## config.mk

```make
export PLATFORM = sky130hd
export DESIGN_NAME = motor_pwm_drive
export DESIGN_NICKNAME = d
export VERILOG_FILES = /design/src/rtl/motor_pwm_drive.sv
export SDC_FILE = /design/constraint.sdc
export NUM_CORES = 1
export LEC_CHECK = 0
export CAP_MARGIN = 20
export CORE_MARGIN = 2
export CORE_UTILIZATION = 50
export CTS_CLUSTER_DIAMETER = 150
export DETAILED_ROUTE_END_ITERATION = 16
export HOLD_SLACK_MARGIN = 0.02
export PLACE_DENSITY = 0.77
export SYNTH_ARGS = -nofsm -noshare
export SYNTH_HDL_FRONTEND = slang
export SYNTH_SLANG_ARGS = --single-unit
export TNS_END_PERCENT = 50
```

## constraint.sdc

```tcl
create_clock -name clk -period 1.89 [get_ports clk]
set_input_delay 0.378 -clock clk [delete_from_list [all_inputs] [get_ports clk]]
set_output_delay 0.378 -clock clk [all_outputs]
set_load 0.02 [all_outputs]
```

## src/rtl/motor_pwm_drive.sv

```systemverilog
// motor_pwm_drive: dual-motor direction decode with PWM gating and dead time.
// A command is a 3-bit direction code plus a duty value. A command that
// reverses either motor passes through a dead interval with all drives low.
// Duty changes take effect only at a PWM period boundary.
// Optional feature macro: MOTOR_PWM_RAMP_EN (soft start/stop of the duty value).
//
// state | meaning
// ------+------------------------------------------------------------
// STOP  | pattern is 0000, commands accepted
// RUN   | pattern non-zero, lv gated by PWM, commands accepted
// DEAD  | reversal in progress, lv forced 0000, commands refused

module motor_pwm_drive #(
    parameter int PWM_BITS    = 8,
    parameter int DEAD_CYCLES = 16
) (
    input  logic                clk,
    input  logic                rst,
    input  logic [2:0]          direction,
    input  logic [PWM_BITS-1:0] duty,
    input  logic                cmd_valid,
    output logic                cmd_ready,
    output logic [3:0]          lv,
    output logic                dead_active
);

    typedef enum logic [1:0] {
        ST_STOP = 2'd0,
        ST_RUN  = 2'd1,
        ST_DEAD = 2'd2
    } state_t;

    // last counter value before wrapping; the period is one short of 2^PWM_BITS
    // so an all-ones duty keeps the output permanently on
    localparam logic [PWM_BITS-1:0] CNT_LAST  = {{(PWM_BITS-1){1'b1}}, 1'b0};
    localparam logic [15:0]         DEAD_LOAD = 16'(DEAD_CYCLES - 1);

    state_t              r_state;
    logic [3:0]          r_pattern;
    logic [15:0]         r_dead_cnt;
    logic                r_dead_active;
    logic                r_cmd_ready;
    logic [PWM_BITS-1:0] r_cnt;
    logic [PWM_BITS-1:0] r_duty_q;
    logic [PWM_BITS-1:0] r_duty_tgt;

    logic [3:0]          w_new_pat;
    logic                w_accept;
    logic                w_rev_m1;
    logic                w_rev_m2;
    logic                w_reverse;
    logic                w_enter_dead;
    logic                w_wrap;
    logic [PWM_BITS-1:0] w_target;

    // direction code to drive pattern; no entry sets both bits of a pair
    always_comb begin
        w_new_pat = 4'b0000;
        case (direction)
            3'd1:    w_new_pat = 4'b1010;
            3'd2:    w_new_pat = 4'b1000;
            3'd3:    w_new_pat = 4'b0010;
            3'd4:    w_new_pat = 4'b0101;
            3'd5:    w_new_pat = 4'b1001;
            3'd6:    w_new_pat = 4'b0110;
            default: w_new_pat = 4'b0000;
        endcase
    end

    assign w_accept     = cmd_valid & r_cmd_ready;
    assign w_rev_m1     = (r_pattern[3:2] != 2'b00) && (w_new_pat[3:2] != 2'b00) &&
                          (r_pattern[3:2] != w_new_pat[3:2]);
    assign w_rev_m2     = (r_pattern[1:0] != 2'b00) && (w_new_pat[1:0] != 2'b00) &&
                          (r_pattern[1:0] != w_new_pat[1:0]);
    assign w_reverse    = w_rev_m1 | w_rev_m2;
    assign w_enter_dead = w_accept & w_reverse;
    assign w_wrap       = (r_cnt == CNT_LAST);
    // a command accepted on the wrap cycle already counts for that boundary
    assign w_target     = w_accept ? duty : r_duty_tgt;

    // free-running PWM period counter, also runs in STOP and DEAD
    always_ff @(posedge clk) begin
        if (rst) begin
            r_cnt <= '0;
        end else if (w_wrap) begin
            r_cnt <= '0;
        end else begin
            r_cnt <= r_cnt + PWM_BITS'(1);
        end
    end

    // duty target capture and period-aligned update of the active duty
    always_ff @(posedge clk) begin
        if (rst) begin
            r_duty_tgt <= '0;
            r_duty_q   <= '0;
        end else begin
            if (w_accept) begin
                r_duty_tgt <= duty;
            end
`ifdef MOTOR_PWM_RAMP_EN
            if (w_enter_dead) begin
                r_duty_q <= '0;
            end else if (w_wrap) begin
                if (r_duty_q < w_target) begin
                    r_duty_q <= r_duty_q + PWM_BITS'(1);
                end else if (r_duty_q > w_target) begin
                    r_duty_q <= r_duty_q - PWM_BITS'(1);
                end
            end
`else
            if (w_wrap) begin
                r_duty_q <= w_target;
            end
`endif
        end
    end

    // sequencing FSM with registered handshake and dead-time flags
    always_ff @(posedge clk) begin
        if (rst) begin
            r_state       <= ST_STOP;
            r_pattern     <= 4'b0000;
            r_dead_cnt    <= '0;
            r_dead_active <= 1'b0;
            r_cmd_ready   <= 1'b1;
        end else begin
            case (r_state)
                ST_STOP, ST_RUN: begin
                    if (w_accept) begin
                        // the new pattern is held through DEAD and released at its end
                        r_pattern <= w_new_pat;
                        if (w_reverse) begin
                            r_state       <= ST_DEAD;
                            r_dead_cnt    <= DEAD_LOAD;
                            r_dead_active <= 1'b1;
                            r_cmd_ready   <= 1'b0;
                        end else if (w_new_pat == 4'b0000) begin
                            r_state <= ST_STOP;
                        end else begin
                            r_state <= ST_RUN;
                        end
                    end
                end
                ST_DEAD: begin
                    if (r_dead_cnt == 16'd0) begin
                        r_state       <= ST_RUN;
                        r_dead_active <= 1'b0;
                        r_cmd_ready   <= 1'b1;
                    end else begin
                        r_dead_cnt <= r_dead_cnt - 16'd1;
                    end
                end
                default: begin
                    r_state       <= ST_STOP;
                    r_pattern     <= 4'b0000;
                    r_dead_active <= 1'b0;
                    r_cmd_ready   <= 1'b1;
                end
            endcase
        end
    end

    assign lv          = (!r_dead_active && (r_cnt < r_duty_q)) ? r_pattern : 4'b0000;
    assign cmd_ready   = r_cmd_ready;
    assign dead_active = r_dead_active;

endmodule

```

---- Word-level counts from Yosys, hierarchy flattened ----
Cells that the tools add are included.
storage, ports and cells
  register bits after elaboration ......... 48
  output and inout bits ................... 6
  word-level logic and storage cells ...... 71
operators by class
  add/subtract/negate cells ............... 2
  order comparisons ....................... 1
  equality and inequality tests ........... 15
  multiplexer cells ....................... 22
  bitwise gates (word level) .............. 3
  reduce and logical (&&, ||, !) cells .... 20
operator list
  kind                     number
  $mux W16                 3
  $pmux W16 S2             1
  $pmux W4 S6              1
  $logic_not A16 Y1        1
  $sub A16 B1 Y16 const B  1
  $reduce_bool A2 Y1       5
  $eq A3 B3 Y1 const B     3
  $add A8 B1 Y8 const B    1
  $eq A8 B8 Y1 const B     1
  $lt A8 B8 Y1             1
  $mux W4                  2
  $mux W8                  1
  $ne A2 B2 Y1 const B     4
  $pmux W4 S2              1
  $mux W1                  7
  $eq A3 B2 Y1 const B     2
  $mux W2                  3
  $logic_and A1 B1 Y1      5
  $logic_not A4 Y1         1
  $ne A2 B2 Y1             2
  $pmux W1 S2              2
  $pmux W2 S2              1
  $reduce_and A2 Y1        2
  $reduce_and A4 Y1        1
  other kinds (10)         11

---- Logic depth before layout (Yosys ltp) ----
  depth in word-level cells ............... 9
  mapped depth ............................ 8

---- Worst setup path after synthesis ----
No wires, ideal clock.
  path kind ............................... reg-to-reg
  start ................................... register r_dead_cnt[0]
  end ..................................... register r_dead_cnt[12]
  arrival time ............................ 1.863 ns
  slack ................................... -0.094 ns
  stages on the path, launching flop included .. 8
  cell sequence ........................... dfxtp_1 -> inv_1 -> ha_1 -> nor4b_1 -> nand3_1 -> nor3_1 -> o2bb2ai_1 -> mux2_2
between the ends
  cells in the longest elaborated chain, start to end .. 3
  elaborated cells between the ends (all ways) .. 6
  classes of those cells .................. add/sub: 1; eq/ne: 1; mux: 2; reduce/logical: 2
ends and longest elaborated chain
  what                                                         RTL line  source
  start: declaration                                           40        logic [15:0] r_dead_cnt;
  start signal: assignment                                     151       r_dead_cnt <= r_dead_cnt - 16'd1;
  $sub A16 B1 Y16 / $logic_not A16 Y1 (equally long branches)  151, 146
  $mux W16 / $ne A2 B2 Y1 (equally long branches)              n/a
  $pmux W16 S2 / $reduce_and A4 Y1 (equally long branches)     n/a
Parallel ways exist; a longest one is shown, timed or not. The select of a mux whose other input is x is not followed.
A chain may end at the register's enable or synchronous reset.

---- Worst setup path in the final report ----
  start ................................... register r_duty_q[1]
  end ..................................... output lv[1]
between the ends
  cells in the longest elaborated chain, start to end .. 3
ends and longest elaborated chain
  what                      RTL line  source
  start: declaration        44        logic [PWM_BITS-1:0] r_duty_q;
  start signal: assignment  113       r_duty_q <= w_target;
  $lt A8 B8 Y1              164       assign lv = (!r_dead_active && (r_cnt < r_duty_q)) ? r_pattern : 4'b0000;
  $logic_and A1 B1 Y1       164
  $mux W4                   164
  end: declaration          23        output logic [3:0] lv,
No other way between the ends.

==> summary.md <==
| Metric | Value |
|---|---|
| Startpoint Class | flip-flop |
| HP Class | flip-flop to flip-flop |
| Gr ovfl total | 0 |
| Total power | 2.16 mW |
| GR peak layer | met2 |
| RSZ-0062 raised after global routing | yes |
| Clk_skew | 12.8 ps |
| Post-Route WL | 5.29 mm |
| Maximum vdd drop | 0.000519 V |
| Post-Syn Nets | 298 |
| Syn avg cell area | 8.50 µm² |
| Met1 Track Usage GR | 27.7% |
| Clk slew on worst S/H paths | 80 ps |
| Final setup violation count | 4 |
| Post-synth EDFFs | 0 |
| Worst-Skew Late Latency | 310 ps |
| Layout cells sized above 1 | 25.4% |
| Post-synthesis sequential area ratio | 41.3% |
| Fmax | 0.473 GHz |
| Num ports | 20 |
| Status | complete, but fails checks |
| PwrDens | 705 mW/mm² |
| Critical Path End Type | output port |
| Most common cell after layout, fill and taps aside | dfxtp_1 |
| Root Buffer | clkbuf_8 |
| Hpwl dp | 3.87 mm |
| Worst setup margin | -223 ps |
| Crit Path Max Fanout | 4 |
| Iteration-0 DRC Markers | 106 |
| Largest net degree at the start of global routing | 27 |
| Final period util | 112% |
| H-tree depth | 2 |
| Core Area | 0.00441 mm² |
| Required @ worst endpoint | 1510 ps |
| Min Tclk post-route | 2110 ps |
| DP Cell Count | 375 |
| # Max-Cap Violations | 0 |
| Avg WL per Cell | 13.8 µm |
| Final Net Count | 354 |
| Fin. max-slew vios | 0 |
| Ys Warns | 0 |
| Die width | 72.2 µm |
| Synth top area share | 41.3% |
| Area leader, netlist | dfxtp_1 |
| Port Buffer Count | 19 |
| Setup slack, reg-to-reg | 50 ps |
| Final hold violations | 0 |
| DR pass1 iterations | 4 |
| DP Area | 0.00286 mm² |
| Global-route wire length before repair | 8.89 mm |
| Final Util | 69.3% |
| P_leak | 1.23 nW |
| Total GRT Usage | 21.8% |
| CTS max path bufs | 2 |
| Grt met2 use | 36.4% |
| Via density | 5.51 |
| Top post-synthesis cells by area | dfxtp_1, a21oi_1, ha_1, nor2_1, nand2_1 |
| Yosys reg bits | 48 |
| Vias in the first global route | 1968 |
| Diode count | 0 |
| Synth unique cells | 48 |
| Post-CTS Hold Buffers | 0 |
| DRC viols | 0 |
| Post-DRT Antenna Nets | 0 |
| GPL Wtd Cong | 0.817 |
| Arrival time worst endpoint | 1730 ps |
| Met3 usage | 4.31% |
| Vias | 2109 |
| CP Class | flip-flop to output port |
| # rows | 24 |
| Die Footprint | 0.00522 mm² |
| Cell area after layout | 0.00306 mm² |
| CTS sink cnt | 48 |
| CTS tree | built |
| Starting Density | 52.7% |
| Setup Buffers After CTS | 0 |
| Post-Syn Instances | 274 |
| Clock buffer count from CTS | 5 |
| Initial antenna violation count | 0 |
| Most frequent cells in the layout | dfxtp_1, buf_4, nor2_1 |
| Ys flop type | dfxtp_1 |
| Fin cells | 383 |
| Asr flop ratio synth | 0% |
| Mapped Area | 0.00233 mm² |
| Worst slew pin tran | 340 ps |
| Worst slew margin | 77.2% |
| Vert. Die Dim | 72.2 µm |
| Violated checks | negative setup slack |
| Area grow syn2layout | 31.4% |
==> cell usage after synthesis (3+ instances only) <==
cell type	n
buf_2	3
xnor2_1	11
nor2b_1	5
nor4_1	4
a21o_1	4
ha_1	10
a21oi_1	25
o22a_1	8
nand2_1	29
and3_1	3
inv_1	11
nand4_1	4
nand2b_1	5
nor2_1	31
a211oi_1	4
clkbuf_1	4
nor3b_1	4
nand3_1	7
xor2_1	7
o21ai_0	6
dfxtp_1	48
nor3_1	8
==> metrics by stage <==
step / TNS, ps / hold slack (ps) / setup WS [ps]
floorplan: -277 / 437 / -94.2
global placement: -5650 / 450 / -358
detailed placement: -6160 / 455 / -400
CTS: -843 / 467 / -229
global route: -1270 / 495 / -320
finish: -842 / 464 / -223
==> state kept, by name, indices dropped and copies added, names as in the netlist <==
name	count
cmd_ready	1
dead_active	1
r_cnt	8
r_dead_cnt	16
r_duty_q	8
r_duty_tgt	8
r_pattern	4
r_state	2
==> where the power goes <==
part	leakage (nW)	internal, mW	switching (mW)	total (mW)
clock	0.0445	0.298	0.346	0.644
combinational	0.798	0.216	0.220	0.435
sequential	0.392	1.05	0.0286	1.08
==> final timing paths <==
| path | start | to | cells after the start |
|---|---|---|---|
| worst max register to register | r_dead_cnt[1]$_SDFFE_PP0P_ | r_dead_cnt[15]$_SDFFE_PP0P_ | 8 |
| worst max-delay path | r_duty_q[1]$_SDFFE_PP0P_ | lv[1] | 7 |
| worst min-delay path | r_duty_tgt[7]$_SDFF_PP0_ | r_duty_tgt[7]$_SDFF_PP0_ | 2 |
| worst min register to register | r_duty_tgt[7]$_SDFF_PP0_ | r_duty_tgt[7]$_SDFF_PP0_ | 2 |
==> metal layers <==
| metal | part of all wire (%) | vias to the layer above | wire [µm] |
|---|---|---|---|
| met5 | 0 | - | 0 |
| met4 | 1.9 | 0 | 100 |
| met3 | 2.4 | 10 | 128 |
| met2 | 50 | 27 | 2630 |
| met1 | 46 | 1004 | 2440 |
| li1 | - | 1068 | - |
==> worst max-delay path: stages (launching register included) <==
cell     delay [ps]
dfxtp_2         340
inv_2            40
ha_4            190
a21o_1          140
a21o_1          170
a21o_1          240
a21oi_1         150
buf_4           160
==> layout make-up <==
class	instances	area [µm²]
inverter	11	41.3
clock buffer	7	86.3
clock inverter	1	7.51
sequential	48	967
tap	52	65.1
timing repair buffer	58	502
fill	348	1350
multi-input combinational	206	1390
==> timing repair <==
action | 4_1_cts | 5_1_grt
endpoints found under the setup margin | 12 | 23
pin swaps | 8 | 10
gates cloned | 0 | 0
resized for setup | 32 | 17
==> kinds of logic after synthesis <==
group,share of synthesized area (%)
AOI/OAI and AO/OA,16.8
adders and majority gates,5.37
and+or+nand+nor,25.3
muxes,0.967
buffers and inverters,3.55
DFF,41.3
xor gates and xnor gates,6.77
No activity file was read; power rests on OpenSTA's default activity.
